[src/rtl/rvfi_liveness_window_check.sv]
// Liveness window checker: once a trigger instruction retires, the next DEPTH
// instructions in program order must all retire before the timeout or the check strobe.
module rvfi_liveness_window_check #(
  parameter int NRET        = 1,
  parameter int CHANNEL_IDX = 0,
  parameter int DEPTH       = 4,
  parameter int TIMEOUT     = 32,
  parameter int CNT_W       = 16
) (
  input  logic                 clock,
  input  logic                 resetn,
  input  logic                 trig,
  input  logic                 check,
  input  logic [NRET-1:0]      rvfi_valid,
  input  logic [64*NRET-1:0]   rvfi_order,
  input  logic [NRET-1:0]      rvfi_halt,
  output logic                 armed,
  output logic                 done,
  output logic                 fail,
  output logic [DEPTH-1:0]     found_mask,
  output logic [63:0]          base_order,
  output logic [CNT_W-1:0]     timer
);

  typedef enum logic [1:0] {IDLE, ARMED, DONE, FAIL} state_t;

  localparam logic [CNT_W:0]   TIMEOUT_EXT = (CNT_W+1)'(TIMEOUT);
  localparam logic [CNT_W-1:0] TIMER_MAX   = '1;

  state_t           state;
  logic [63:0]      arm_order;
  logic [63:0]      ref_order;
  logic             arm_req;
  logic [DEPTH-1:0] hits;
  logic [DEPTH-1:0] next_mask;
  logic [CNT_W:0]   timer_inc;
  logic             timeout_hit;

  assign arm_order = rvfi_order[64*CHANNEL_IDX +: 64];
  assign arm_req   = trig && rvfi_valid[CHANNEL_IDX] && !rvfi_halt[CHANNEL_IDX];

  // While arming, the window is anchored on the trigger's own order so that
  // same-cycle successors on other channels are captured immediately.
  assign ref_order = (state == ARMED) ? base_order : arm_order;

  always_comb begin
    hits = '0;
    for (int c = 0; c < NRET; c++) begin
      for (int k = 0; k < DEPTH; k++) begin
        if (rvfi_valid[c] && (rvfi_order[64*c +: 64] == ref_order + 64'(k + 1))) begin
          hits[k] = 1'b1;
        end
      end
    end
  end

  assign next_mask   = found_mask | hits;
  assign timer_inc   = {1'b0, timer} + 1'b1;
  assign timeout_hit = (TIMEOUT != 0) && (timer_inc >= TIMEOUT_EXT);

  always_ff @(posedge clock) begin
    if (!resetn) begin
      state      <= IDLE;
      found_mask <= '0;
      base_order <= '0;
      timer      <= '0;
      armed      <= 1'b0;
      done       <= 1'b0;
      fail       <= 1'b0;
    end else begin
      case (state)
        IDLE: begin
          if (arm_req) begin
            state      <= ARMED;
            armed      <= 1'b1;
            base_order <= arm_order;
            timer      <= '0;
            found_mask <= hits;
          end
        end
        ARMED: begin
          found_mask <= next_mask;
          timer      <= (timer == TIMER_MAX) ? timer : timer + 1'b1;
          // Completion wins over a simultaneous timeout or check strobe.
          if (&next_mask) begin
            state <= DONE;
            armed <= 1'b0;
            done  <= 1'b1;
          end else if (timeout_hit || check) begin
            state <= FAIL;
            armed <= 1'b0;
            fail  <= 1'b1;
          end
        end
        default: begin
        end
      endcase
    end
  end

`ifdef RISCV_FORMAL
  always @(posedge clock) begin
    if (resetn) assert (!fail);
  end
`endif

endmodule

[config.mk]
export PLATFORM = sky130hd
export DESIGN_NAME = rvfi_liveness_window_check
export DESIGN_NICKNAME = d
export VERILOG_FILES = /design/src/rtl/rvfi_liveness_window_check.sv
export SDC_FILE = /design/constraint.sdc
export NUM_CORES = 1
export LEC_CHECK = 0
export CAP_MARGIN = 10
export CORE_MARGIN = 10
export CORE_UTILIZATION = 49
export CTS_BUF_LIST = sky130_fd_sc_hd__clkbuf_8
export CTS_CLUSTER_SIZE = 16
export DETAILED_ROUTE_END_ITERATION = 6
export MAX_ROUTING_LAYER = met4
export PLACE_DENSITY_LB_ADDON = 0.3
export SLEW_MARGIN = 5
export SYNTH_ARGS = -nofsm -noshare
export SYNTH_HDL_FRONTEND = slang
export SYNTH_SLANG_ARGS = --single-unit
export TNS_END_PERCENT = 30
[constraint.sdc]
create_clock -name clock -period 8.2 [get_ports clock]
set_input_delay 2.46 -clock clock [delete_from_list [all_inputs] [get_ports clock]]
set_output_delay 2.46 -clock clock [all_outputs]
set_load 0.005 [all_outputs]
==> results.rst <==
.. list-table::
   :header-rows: 1

   * - Metric
     - Value
   * - Result of the run
     - finished, final reports clean
   * - Cell depth of the worst min-delay path
     - 2
   * - Maximum ir drop on the vdd rail
     - 0.0875 mV
   * - TritonCTS clock tree
     - built
   * - Hold Slack
     - 0.495 ns
   * - Combinational family with the most area after synthesis
     - simple AND/OR/NAND/NOR gates
   * - Startpoint class of the critical path
     - input port
   * - All-layer global routing usage
     - 0.380
   * - Residual overflow from global routing
     - 0
   * - # placed instances
     - 2139
   * - Worst slew margin
     - 0.325
   * - Yosys Warn Count
     - 0
   * - Overall die height
     - 175 um
   * - Number of enable-type register cells in the synthesized netlist
     - 0
   * - HPWL after detailed placement
     - 48400 um
   * - Syn_nets
     - 1770
   * - Post-cts hold buffer count
     - 0
   * - Share of synthesized cell area in and, or, nand and nor gates
     - 0.391
   * - First-pass GRT wire length
     - 87000 um
   * - Power per Cell Area
     - 91.3 mW/mm2
   * - Post-route DRC violation count
     - 0
   * - Clock latency on the worst-skew pair
     - 0.40 ns
   * - Fmax
     - 0.138 GHz
   * - Kind of path behind the tightest hold check
     - flop to flop
   * - Share of cell area taken by muxes after synthesis
     - 0.0784
   * - Share of synthesized cell area in full adder, half adder and majority cells
     - 0.00741
   * - Net Switching
     - 0.517 mW
   * - Critical path start-end classification
     - input port to flop
   * - Compound-cell area share of the yosys netlist
     - 0.189
   * - Primary FF master, synth
     - sky130_fd_sc_hd__dfxtp_1
   * - Clock sink total
     - 89
   * - Switching portion of total power
     - 0.404
   * - Pin count of the biggest net entering global routing
     - 93
   * - DR pass1 iterations
     - 7
   * - Final setup TNS
     - 0 ns
   * - Initial antenna violation count
     - 1
   * - Proportion of power drawn by the clock network
     - 0.273
   * - Proportion of synthesized chip area in sequential cells
     - 0.151
   * - Reg-to-reg setup timing slack
     - 2.04 ns
   * - XOR/XNOR Fraction of Synth Area
     - 0.143
   * - Area added between synthesis and finish
     - 18.4%
   * - Wire length after detailed routing
     - 59900 um
   * - Number of setup buffers added after CTS
     - 0
   * - Count of placed standard cells in the final layout, fillers left out
     - 2156
   * - Maximum clock insertion buffer count
     - 2
   * - Boundary Pins
     - 157
   * - Cells after Synth
     - 1693
   * - Root buffer selected by CTS
     - sky130_fd_sc_hd__clkbuf_8
   * - Start point of the worst hold path
     - done
   * - Worst Hold End
     - done
   * - Final count of hold timing violations
     - 0
   * - Net total in the final layout
     - 1908
   * - Proportion of layout cells with a drive suffix above 1
     - 0.0806
   * - Number of gates given a new drive strength after cts
     - 0
   * - PortBufs
     - 156
   * - Clock-pin slew reported for the worst setup and hold paths after clock tree synthesis
     - 0.10 ns
   * - Worst slack after detailed placement
     - 0.773 ns
   * - Average instance area after synthesis
     - 6.99 um2
   * - Arrival time reported for the critical path endpoint
     - 7.54 ns
   * - Clock buffer count from CTS
     - 9
   * - Reg-to-reg critical path startpoint
     - state[1]
   * - Number of routed nets with antenna violations
     - 0
   * - RSZ-0062 raised after global routing
     - false
   * - Max-cap viol count
     - 0
   * - Worst Setup SP
     - rvfi_order[2]
   * - Clock H-tree levels
     - 3
   * - Routed vias
     - 14600
   * - Core box area
     - 0.0236 mm2
   * - Sequential group share of total power
     - 0.365
   * - Overall die area
     - 0.0307 mm2
   * - Most common library cell in the layout ignoring fill and taps
     - sky130_fd_sc_hd__nand2_1
   * - Number of register bits inferred by synthesis
     - 89
   * - Cell internal power dissipation
     - 0.762 mW
   * - Setup ws final
     - 0.949 ns
   * - Final GP Congestion
     - 1.22
   * - Netlist Area Pre-Place
     - 0.0118 mm2
   * - Reg-to-reg critical path endpoint
     - state[0]
   * - Overall power
     - 1.28 mW
   * - Initial drt markers
     - 2759
   * - Fraction of power consumed by combinational cells
     - 0.363
   * - Starting density of the core
     - 0.501
   * - Transition time at the pin with the least slew margin
     - 1.01 ns
   * - Clock period minus worst slack
     - 7.25 ns
   * - Worst setup EP type
     - flop
   * - Clock Skews
     - 0.0143 ns
   * - Post-synthesis async set-or-reset flop share
     - 0
   * - Wire length per cell
     - 27.8 um
   * - DR vias/cell
     - 6.79
   * - Number of cell rows
     - 56
   * - Vias in the first global route
     - 13400
   * - Crit share post-route
     - 0.884
   * - Pleak
     - 4.93 nW
   * - Required arrival time at the worst endpoint
     - 8.49 ns
   * - Number of setup violations in the final report
     - 0
   * - X dimension of the die
     - 175 um
   * - Number of max-slew violations in the final report
     - 0
   * - Leading cell types in the layout, fill and taps excluded
     - sky130_fd_sc_hd__nand2_1, sky130_fd_sc_hd__clkdlybuf4s50_1, sky130_fd_sc_hd__nor2_1
   * - Synth unique cells
     - 85
   * - Critical-path maximum fanout
     - 16
   * - Reg2reg path depth
     - 17
## sequential cells by signal, summed over array words and instances, names as in the netlist
signal	cells
done	1
armed	1
state	2
found_mask	4
fail	1
timer	16
base_order	64
## Yosys cell counts, drive strengths merged (7+ instances only)
cell     instances  area [um2]
nand2          386        1450
nor2           111         422
xnor2          108         946
dfxtp           89        1780
xor2            84         743
nand3           76         400
a21boi          71         533
mux2i           70         826
nand4           64         447
nor3            60         348
nor4            60         528
a21oi           51         255
o21ai           51         255
clkbuf          48         180
and3            38         238
buf             38         241
and2            33         206
a31oi           24         150
o2111ai         17         155
inv             16        60.1
or4             14         105
or3             13        81.3
a2111oi         12         111
a21o            12        90.1
nor2b           11        68.8
o211ai          10        75.1
a211oi           9        67.6
mux2             9         101
nand2b           9        63.8
o41ai            8        77.6
and4             7        61.3
ha               7        87.6
nand3b           7        52.6
o21a             7        52.6
## routing by layer
metal / track usage / vias up / routed length [um] / part of all wire
met5: - / - / 0 / 0
met2: 0.542 / 1098 / 24900 / 0.42
met1: 0.486 / 6907 / 23400 / 0.39
met3: 0.122 / 224 / 8540 / 0.14
met4: 0.153 / 0 / 3060 / 0.051
li1: - / 6413 / - / -
## area by class of cell
type                            instances  area (um2)
Antenna cell                            1        2.50
Clock buffer                            9         124
Clock inverter                          7        76.3
Fill cell                            2222        9610
Inverter                               16        60.1
Multi-Input combinational cell       1502        9580
Sequential cell                        89        1780
Tap cell                              319         399
Timing Repair Buffer                  213        1980
## power by group through the flow
stage / clock network [mW] / logic, mW / registers, mW
finish: 0.349 / 0.464 / 0.466
global route: 0.364 / 0.482 / 0.467
CTS: 0.350 / 0.443 / 0.465
detailed placement: 0 / 0.441 / 0.474
global placement: 0 / 0.438 / 0.474
floorplan: 0 / 0.260 / 0.468
## kinds of logic after synthesis
| kind of cell | after synthesis |
|---|---|
| buf+inv | 102 |
| compound gates | 319 |
| xor+xnor | 192 |
| flops | 89 |
| mux | 79 |
| fa+ha+maj | 7 |
| simple gates | 905 |
## worst max-delay path, stage by stage
cell and delay, ns:
sky130_fd_sc_hd__clkdlybuf4s50_1 0.62, sky130_fd_sc_hd__mux2i_1 0.20, sky130_fd_sc_hd__inv_2 0.20, sky130_fd_sc_hd__ha_1 0.50, sky130_fd_sc_hd__nand2_1 0.11, sky130_fd_sc_hd__mux2i_1 0.63
sky130_fd_sc_hd__nand3_1 0.16, sky130_fd_sc_hd__nor4_1 0.76, sky130_fd_sc_hd__nand3_1 0.14, sky130_fd_sc_hd__a2bb2oi_1 0.40, sky130_fd_sc_hd__nand4_1 0.15, sky130_fd_sc_hd__nor4b_1 0.44
sky130_fd_sc_hd__a41o_1 0.31, sky130_fd_sc_hd__nand4_1 0.18, sky130_fd_sc_hd__o221a_1 0.26
## per-stage QoR
| step | util | cell area [um2] |
|---|---|---|
| 6_report | 0.593 | 14000 |
| 5_1_grt | 0.593 | 14000 |
| 4_1_cts | 0.593 | 14000 |
| 3_5_place_dp | 0.585 | 13800 |
| 3_3_place_gp | 0.585 | 13800 |
| 2_1_floorplan | - | 11800 |
## how the worst max path moves through the flow
stage                    end  slack [ns]  cells after the start
floorplan           state[0]        2.16                     13
global placement    state[0]        0.92                     12
detailed placement  state[0]        0.77                     15
CTS                 state[0]        1.17                     15
global route        state[0]        0.79                     15
finish              state[0]        0.95                     15
(Power assumes the default switching activity.)
